===== src/rtl/nibble_serial_addsub.sv =====
// nibble_serial_addsub: multi-cycle add/subtract engine processing one 4-bit
// slice per clock, LSB nibble first, with the carry chained across cycles.
// Valid/ready handshakes on both the operand side and the result side.
module nibble_serial_addsub #(
   parameter int unsigned NIBBLES = 4
) (
   input  logic                   clk,
   input  logic                   rst_n,
   input  logic                   in_valid,
   output logic                   in_ready,
   input  logic [4*NIBBLES-1:0]   in_a,
   input  logic [4*NIBBLES-1:0]   in_b,
   input  logic                   in_m,
   output logic                   out_valid,
   input  logic                   out_ready,
   output logic [4*NIBBLES-1:0]   out_s,
   output logic                   out_cout,
   output logic                   out_ovf,
   output logic                   busy
);

   localparam int unsigned W  = 4 * NIBBLES;
   localparam int unsigned CW = (NIBBLES > 1) ? $clog2(NIBBLES) : 1;

   typedef enum logic [1:0] {
      S_IDLE = 2'd0,
      S_RUN  = 2'd1,
      S_DONE = 2'd2
   } state_t;

   state_t          r_state;
   state_t          w_state_next;

   logic [W-1:0]    r_a;
   logic [W-1:0]    r_b;
   logic            r_m;
   logic            r_carry;
   logic [CW-1:0]   r_cnt;
   logic [W-1:0]    r_acc;
   logic [W-1:0]    r_s;
   logic            r_cout;
   logic            r_ovf;

   logic            w_accept;
   logic            w_release;
   logic            w_last;
   logic [3:0]      w_an;
   logic [3:0]      w_bn;
   logic [4:0]      w_sum;
   logic [W+3:0]    w_shift;
   logic [W-1:0]    w_acc_next;

   assign w_accept   = in_valid && in_ready;
   assign w_release  = out_valid && out_ready;
   assign w_last     = (r_cnt == CW'(NIBBLES - 1));

   // Current slice: operands are shifted right each cycle, so slice k is
   // always at bits [3:0].
   assign w_an       = r_a[3:0];
   assign w_bn       = r_b[3:0] ^ {4{r_m}};
   assign w_sum      = {1'b0, w_an} + {1'b0, w_bn} + {4'b0000, r_carry};

   // Partial result enters from the top; after NIBBLES slices slice 0 sits
   // at bits [3:0]. The concatenation form also covers NIBBLES=1.
   assign w_shift    = {w_sum[3:0], r_acc};
   assign w_acc_next = w_shift[W+3:4];

   // State register
   always_ff @(posedge clk or negedge rst_n) begin
      if (!rst_n) begin
         r_state <= S_IDLE;
      end else begin
         r_state <= w_state_next;
      end
   end

   // Next-state logic
   always_comb begin
      w_state_next = r_state;
      unique case (r_state)
         S_IDLE:  if (w_accept)  w_state_next = S_RUN;
         S_RUN:   if (w_last)    w_state_next = S_DONE;
         S_DONE:  if (w_release) w_state_next = S_IDLE;
         default:                w_state_next = S_IDLE;
      endcase
   end

   // Handshake and status outputs decoded from the state
   always_comb begin
      in_ready  = 1'b0;
      out_valid = 1'b0;
      busy      = 1'b0;
      unique case (r_state)
         S_IDLE:  in_ready  = 1'b1;
         S_RUN:   busy      = 1'b1;
         S_DONE:  begin
            out_valid = 1'b1;
            busy      = 1'b1;
         end
         default: in_ready  = 1'b1;
      endcase
   end

   // Operand capture, per-slice arithmetic and result registers
   always_ff @(posedge clk or negedge rst_n) begin
      if (!rst_n) begin
         r_a     <= '0;
         r_b     <= '0;
         r_m     <= 1'b0;
         r_carry <= 1'b0;
         r_cnt   <= '0;
         r_acc   <= '0;
         r_s     <= '0;
         r_cout  <= 1'b0;
         r_ovf   <= 1'b0;
      end else if (w_accept) begin
         r_a     <= in_a;
         r_b     <= in_b;
         r_m     <= in_m;
         r_carry <= in_m;
         r_cnt   <= '0;
         r_acc   <= '0;
      end else if (r_state == S_RUN) begin
         r_a     <= r_a >> 4;
         r_b     <= r_b >> 4;
         r_carry <= w_sum[4];
         r_cnt   <= r_cnt + 1'b1;
         r_acc   <= w_acc_next;
         if (w_last) begin
            r_s    <= w_acc_next;
            r_cout <= w_sum[4];
            r_ovf  <= (w_an[3] == w_bn[3]) && (w_sum[3] != w_an[3]);
         end
      end
   end

   assign out_s    = r_s;
   assign out_cout = r_cout;
   assign out_ovf  = r_ovf;

endmodule

===== config.mk =====
export PLATFORM = sky130hd
export DESIGN_NAME = nibble_serial_addsub
export DESIGN_NICKNAME = d
export VERILOG_FILES = /design/src/rtl/nibble_serial_addsub.sv
export SDC_FILE = /design/constraint.sdc
export NUM_CORES = 1
export LEC_CHECK = 0
export CORE_ASPECT_RATIO = 1.75
export CORE_MARGIN = 2
export CORE_UTILIZATION = 45
export CTS_CLUSTER_SIZE = 12
export DETAILED_ROUTE_END_ITERATION = 16
export HOLD_SLACK_MARGIN = 0.02
export PLACE_DENSITY = 0.73
export SLEW_MARGIN = 20
export SYNTH_ARGS = -nofsm -noshare
export SYNTH_HDL_FRONTEND = slang
export SYNTH_SLANG_ARGS = --single-unit

===== constraint.sdc =====
create_clock -name clk -period 2 [get_ports clk]
set_input_delay 0.4 -clock clk [delete_from_list [all_inputs] [get_ports clk]]
set_output_delay 0.4 -clock clk [all_outputs]
set_load 0.05 [all_outputs]

; ---- Word level (Yosys, flattened, before mapping)
; Cells that the tools add are included.
[totals]
out_inout_bits = 21
reg_bits = 72
in_bits = 37
elab_cells = 48
[classes]
n_reduce_logical = 8
bitwise = 2
muxes = 17
addsub = 3
n_eq_ne = 8
[op_table]
columns = operator, n
row1 = $mux 16, 6
row2 = $mux 2, 5
row3 = $ne 2x2->1 const B, 3
row4 = $pmux 2 s3, 1
row5 = $reduce_and 3->1, 2
row6 = $add 4x4->5, 1
row7 = $add 5x1->5, 1
row8 = $mux 1, 5
row9 = $eq 2x2->1 const B, 2
row10 = $xor 4x4->4, 1
row11 = $logic_and 1x1->1, 3
row12 = $add 2x1->2 const B, 1
row13 = $eq 2x1->1 const B, 1
row14 = $logic_not 2->1, 1
row15 = $reduce_bool 2->1, 1
row16 = $reduce_or 2->1, 1
row17 = $eq 1x1->1, 1
row18 = $ne 1x1->1, 1
row19 = $not 1->1, 1

; ---- Depth between registers and ports, before layout
; Gate-level depths: netlist (run 1).
[depth]
word_depth = 6
mapped_depth = 8

; ---- Worst setup path before layout (run 1)
; Ideal clock, no wire load.
[synth_timing]
path_type = register to register
start = reg r_m
end = reg r_carry
required_ps = 1936
period_less_slack_ps = 2135
stages_incl_launch_ff = 9
setup_slack_ps = -135
t_arrival_ps = 2071
cell_sequence = dfrtp_1 -> buf_2 -> xnor2_1 -> fa_1 -> fa_1 -> and2b_1 -> o21ai_1 -> a311oi_2 -> a21o_1
[synth_between]
elab_chain_cells = 5
[synth_rtl]
columns = item, line_no
row1 = from (decl), 36  ; logic r_m;
row2 = from (signal assigned), 119  ; r_m <= in_m;
row3 = $xor 4x4->4, 60  ; assign w_bn = r_b[3:0] ^ {4{r_m}};
row4 = $add 4x4->5, 61  ; assign w_sum = {1'b0, w_an} + {1'b0, w_bn} + {4'b0000, r_carry};
row5 = $add 5x1->5, 61
row6 = $mux 1, 123  ; end else if (r_state == S_RUN) begin
row7 = $mux 1, 116  ; end else if (w_accept) begin
row8 = to (signal assigned), 120  ; r_carry <= in_m;
row9 = to (signal assigned), 126  ; r_carry <= w_sum[4];
row10 = to (decl), 37  ; logic r_carry;
; Every way passes these cells. The select of a mux whose other input is x is not followed.
; A chain may end at the register's enable or synchronous reset.

; ---- Worst setup path after layout (run 1)
[layout_timing]
start = reg r_b[0]
end = reg r_carry
[layout_between]
elab_chain_cells = 5
[layout_rtl]
columns = item, line_no
row1 = from (decl), 35  ; logic [W-1:0] r_b;
row2 = from (signal assigned), 118  ; r_b <= in_b;
row3 = from (signal assigned), 125  ; r_b <= r_b >> 4;
row4 = $xor 4x4->4, 60
row5 = $add 4x4->5, 61
row6 = $add 5x1->5, 61
row7 = $mux 1, 123
row8 = $mux 1, 116
; Every way passes these cells. The select of a mux whose other input is x is not followed.

==> run metrics, run 1 <==
share of layout cells above drive strength 1=14.8%; Post-Syn Nets=355; wire per inst=13.4 um; syn avg cell area=10.4 um2; CTS root buf=clkbuf_16; power per cell area=1760 nW/um2; commonest non-fill, non-tap cells in the layout=74 x nand2_1, 68 x dfrtp_1, 51 x clkdlybuf4s50_1, 34 x mux2i_1, 32 x o21ai_0; crit path max fanout=2; initial drt markers=134; Setup WS pre-CTS=-0.00975 ns; Initial Util=46.5%; clock slew at reported path FFs=0.05 ns; number of synthesis warnings=0; unrepaired setup endpoints after global routing=yes; Via Count=2264; share of total power in the clock network=19.4%; P_leak=1.91 nW; CTS Buf Count=9; Power, Total=7.31 mW; Final nets=412; Hold Violations, Final=0; r2r startpoint=r_b[0]; commonest non-fill, non-tap cell in the layout=nand2_1; gp weighted congestion=0.747; Arrival @ worst endpoint=2.23 ns; core area=6910 um2; Pint=4.34 mW; CTS tree=yes; max_slew headroom=67.2%; Clock Skew=0.00498 ns; Area contributors post-synth=dfrtp_1 53%, mux2i_1 11%, nand2_1 8.7%; initial antenna violation count=0; status=finished clean; GRT overflow=0; final setup fails=0; largest net degree at the start of global routing=50; Synth top area share=53.0%; CP Launch Point=r_b[0]; Tot GR Track Use=17.7%; area of the mapped netlist=3210 um2; Residual DRC=0; number of global-route vias before repair=2185; worst-margin pin slew=0.491 ns; worst hold path type=primary input to asynchronous set/reset pin; Routed WL=6.08 mm; Critical Path End Type=flip-flop; Reg2Reg Depth=7; Core Util, Final=60.1%; Mapped Cells=309; Hold WS=0.0172 ns; number of max-cap violations=0; Fmax=0.511 GHz; Setup crit start kind=flip-flop; I/O pin total=58; combinational power share=49.3%; cell accounting for the most synthesized area=dfrtp_1; Post-DP Area=3870 um2; detailed placer's ending HPWL=4.27 mm; # fillers=612; full die area=7850 um2; Antenna Violating Nets Remaining=0; Longest Clk Path Bufs=2; Detailed Routing Iterations Pass 1=4; sequential area share after synthesis=53.0%; Seq cells post-synth=68; Die Span Y=116 um; reg2reg end=r_carry; Worst Path Required=2.27 ns; TritonCTS Sinks=68; Buffers on Ports=57; final instance area=4150 um2; Reg2Reg Setup Slack=0.04 ns; switch share=40.5%; Setup WS post-layout=0.0439 ns; first-pass GRT wire length=10.3 mm; n_diodes=0; min Tclk post-route=1.96 ns; drt via density=4.98; H-tree depth=3; worst vdd ir=0.782 mV; Clock Latency Late Sink=0.33 ns; Die X=67.8 um; cell row count=40; Synth cell types=36; worst setup path endpoint=r_carry; Worst Setup Path Type=flip-flop to flip-flop; Sequential Power Share=31.4%; max-slew violation count=0; P&R area growth vs syn=29.4%; Sw Pwr=2.96 mW; Final Cycle Share=97.8%
==> final cells by class <==
class | count | area [um2] | share of cell area (%)
Clock buffer | 11 | 243 | 5.85
Clock inverter | 5 | 27.5 | 0.663
Inverter | 10 | 37.5 | 0.904
Multi-Input combinational cell | 211 | 1340 | 32.3
Sequential cell | 68 | 1700 | 41.0
Tap cell | 84 | 105 | 2.53
Timing Repair Buffer | 66 | 696 | 16.8
==> kinds of logic after synthesis <==
logic type / Yosys count / synth area share (%)
simple gates: 110 / 14.7
flops: 68 / 53.0
compound gates: 50 / 9.51
mux: 34 / 10.6
buf+inv: 30 / 5.96
fa+ha+maj: 9 / 3.98
xor+xnor: 8 / 2.18
==> flip-flops by register name, summed over array words and instances (netlist names) <==
signal / flops
out_s: 16
out_ovf: 1
r_m: 1
out_cout: 1
r_cnt: 2
r_b: 16
r_a: 16
r_carry: 1
r_state: 2
r_acc: 12
==> synthesized netlist by cell type (all sizes together) <==
cell type	instances
and2b	1
nand2b	1
a311oi	1
nor2	16
nand3	1
xor2	4
nor3	2
a21oi	2
clkbuf	2
ha	7
fa	2
a211oi	2
and3	2
o22a	1
o21a	1
inv	10
a21o	1
a31oi	1
nand2	85
mux2i	34
o31ai	1
o22ai	1
dfrtp	68
buf	18
xnor2	4
o21ai	39
nor2b	2
==> power groups by stage <==
| stage | Clock (mW) | Sequential [mW] | Combinational (mW) |
|---|---|---|---|
| finish | 1.41 | 2.29 | 3.60 |
| global route | 1.49 | 2.36 | 3.94 |
| CTS | 1.44 | 2.30 | 3.62 |
| detailed placement | 0 | 2.32 | 3.59 |
| global placement | 0 | 2.29 | 3.48 |
| floorplan | 0 | 2.59 | 2.31 |
==> how the worst min path moves through the flow <==
stage,depth (start not counted),endpoint,from
floorplan,0,out_cout,rst_n
global placement,1,out_s[0],rst_n
detailed placement,1,out_s[15],rst_n
CTS,1,out_s[15],rst_n
global route,1,out_s[15],rst_n
finish,1,out_s[15],rst_n
==> per-layer routing <==
metal	track usage [%]	up-vias	wire length, um
met1	21.4	1078	2530
met4	8.67	0	132
met3	3.79	11	211
met2	29.3	45	3210
li1	-	1130	-
met5	0	-	0
==> through the flow <==
| stage | std cells | setup TNS, ns |
|---|---|---|
| 2_1_floorplan | 309 | 0 |
| 3_3_place_gp | 438 | 0 |
| 3_5_place_dp | 438 | -0.00975 |
| 4_1_cts | 455 | 0 |
| 5_1_grt | 455 | -0.0155 |
| 6_report | 455 | 0 |
==> worst max-delay path: stages (launching register included) <==
cell and delay (ns):
dfrtp_1 0.41, xnor2_2 0.15, fa_2 0.37, fa_2 0.38, and2b_1 0.21, o21ai_2 0.06, a311oi_2 0.21, a21o_1 0.11
==> repair_timing <==
action	CTS	global route
hold buffers	0	0
pin swaps	1	0
setup endpoints to repair	1	1
buffers inserted	1	0
resized for setup	0	1
Note: power is estimated with default switching activity, not from simulation.
==> run 2, diff against run 1 <==
- GPL_ROUTABILITY_DRIVEN: default -> 0
==> results of run 2 <==
Final layout, timing and power as in run 1 (identical DEF).
==> run 3, diff against run 2 <==
- SKIP_CTS_REPAIR_TIMING: default -> 1
==> run 3 against run 2 <==
Register-to-register slack is essentially flat. Power is essentially flat. Critical path depth is the same. Routed wire length shrank 0.38%. Setup slack lost 0.0033 ns. Die area is the same. Clock-buffer cell count is the same. Via count shrank 0.49%. Combinational power is essentially flat. Clock power is essentially flat. Global-route usage is the same. Critical endpoint unchanged. Largest cell class unchanged. Highest routed layer unchanged.
==> run metrics, run 3 (same netlist as run 1, synthesis figures left out) <==
status=finished clean; P&R area growth vs syn=29.4%; CTS root buf=clkbuf_16; CTS Buf Count=9; share of total power in the clock network=19.4%; Initial Util=46.5%; core area=6910 um2; worst vdd ir=0.782 mV; largest net degree at the start of global routing=50; CTS tree=yes; n_diodes=0; power per cell area=1760 nW/um2; combinational power share=49.2%; wire per inst=13.3 um; Worst Setup Path Type=flip-flop to flip-flop; detailed placer's ending HPWL=4.27 mm; # fillers=612; drt via density=4.95; Via Count=2253; GRT overflow=0; Post-DP Area=3870 um2; worst-margin pin slew=0.491 ns; Pint=4.34 mW; Antenna Violating Nets Remaining=0; Longest Clk Path Bufs=2; cell row count=40; Worst Path Required=2.27 ns; Clock Skew=0.00494 ns; Fmax=0.510 GHz; Critical Path End Type=flip-flop; worst hold path type=primary input to asynchronous set/reset pin; min Tclk post-route=1.96 ns; Power, Total=7.30 mW; max_slew headroom=67.2%; Core Util, Final=60.1%; P_leak=1.91 nW; number of global-route vias before repair=2184; Residual DRC=0; Die Span Y=116 um; share of layout cells above drive strength 1=14.8%; crit path max fanout=2; initial antenna violation count=0; H-tree depth=3; full die area=7850 um2; TNS Setup=0 ns; clock slew at reported path FFs=0.05 ns; commonest non-fill, non-tap cell in the layout=nand2_1; final setup fails=0; Setup crit start kind=flip-flop; initial drt markers=135; Buffers on Ports=57; max-slew violation count=0; Die X=67.8 um; Sequential Power Share=31.4%; Detailed Routing Iterations Pass 1=4; I/O pin total=58; number of max-cap violations=0; Tot GR Track Use=17.7%; unrepaired setup endpoints after global routing=yes; first-pass GRT wire length=10.3 mm; commonest non-fill, non-tap cells in the layout=74 x nand2_1, 68 x dfrtp_1, 51 x clkdlybuf4s50_1, 34 x mux2i_1, 32 x o21ai_0; Sw Pwr=2.96 mW; Arrival @ worst endpoint=2.23 ns; Hold Violations, Final=0; Final nets=412; Routed WL=6.06 mm; switch share=40.5%; final instance area=4150 um2; TritonCTS Sinks=68; Final Cycle Share=98.0%; Clock Latency Late Sink=0.33 ns
## run 3: worst max-delay path, stage by stage (launching register included)
cell and delay (ns):
dfrtp_1 0.41, xnor2_2 0.15, fa_2 0.37, fa_2 0.38
and2b_1 0.21, o21ai_2 0.06, a311oi_2 0.21, a21o_1 0.11
## run 3: power by group through the flow
stage               clock [mW]  combinational [mW]  sequential (mW)
global placement             0                3.48             2.29
CTS                       1.44                3.60             2.30
detailed placement           0                3.59             2.32
finish                    1.42                3.60             2.29
global route              1.49                3.94             2.36
floorplan                    0                2.31             2.59
## run 3: layer usage
layer	global-route usage, %	routed length, um
met5	0	0
met4	8.67	134
met3	3.79	208
met2	29.3	3220
met1	21.4	2500
## run 3: metrics by stage
step	std cells	setup WS [ns]	hold WS (ns)
6_report	455	0.0406	0.0167
5_1_grt	455	-0.0155	0.0604
4_1_cts	454	-0.0293	0.0291
3_5_place_dp	438	-0.00975	0.385
2_1_floorplan	309	0.00248	0.104
3_3_place_gp	438	0.0386	0.375
## run 3: final cells by class
class,instances,area [um2],share of cell area (%)
clock inverters,5,27.5,0.663
well taps,84,105,2.53
clock buffers,11,243,5.85
multi-input cells,211,1340,32.3
flip-flops and latches,68,1700,41.0
inverters,10,37.5,0.904
repair buffers,66,696,16.8
## run 3: worst paths after layout
path                            startpoint         to  slack [ns]  cells after the start
worst max register to register      r_b[0]    r_carry        0.04                      7
min in group clk                  out_s[9]   out_s[9]        0.47                      2
worst min-delay path                 rst_n  out_s[15]        0.02                      1
worst min register to register    out_s[9]   out_s[9]        0.47                      2
max in group asynchronous            rst_n     r_a[5]        1.37                      2
worst max-delay path                r_b[0]    r_carry        0.04                      7
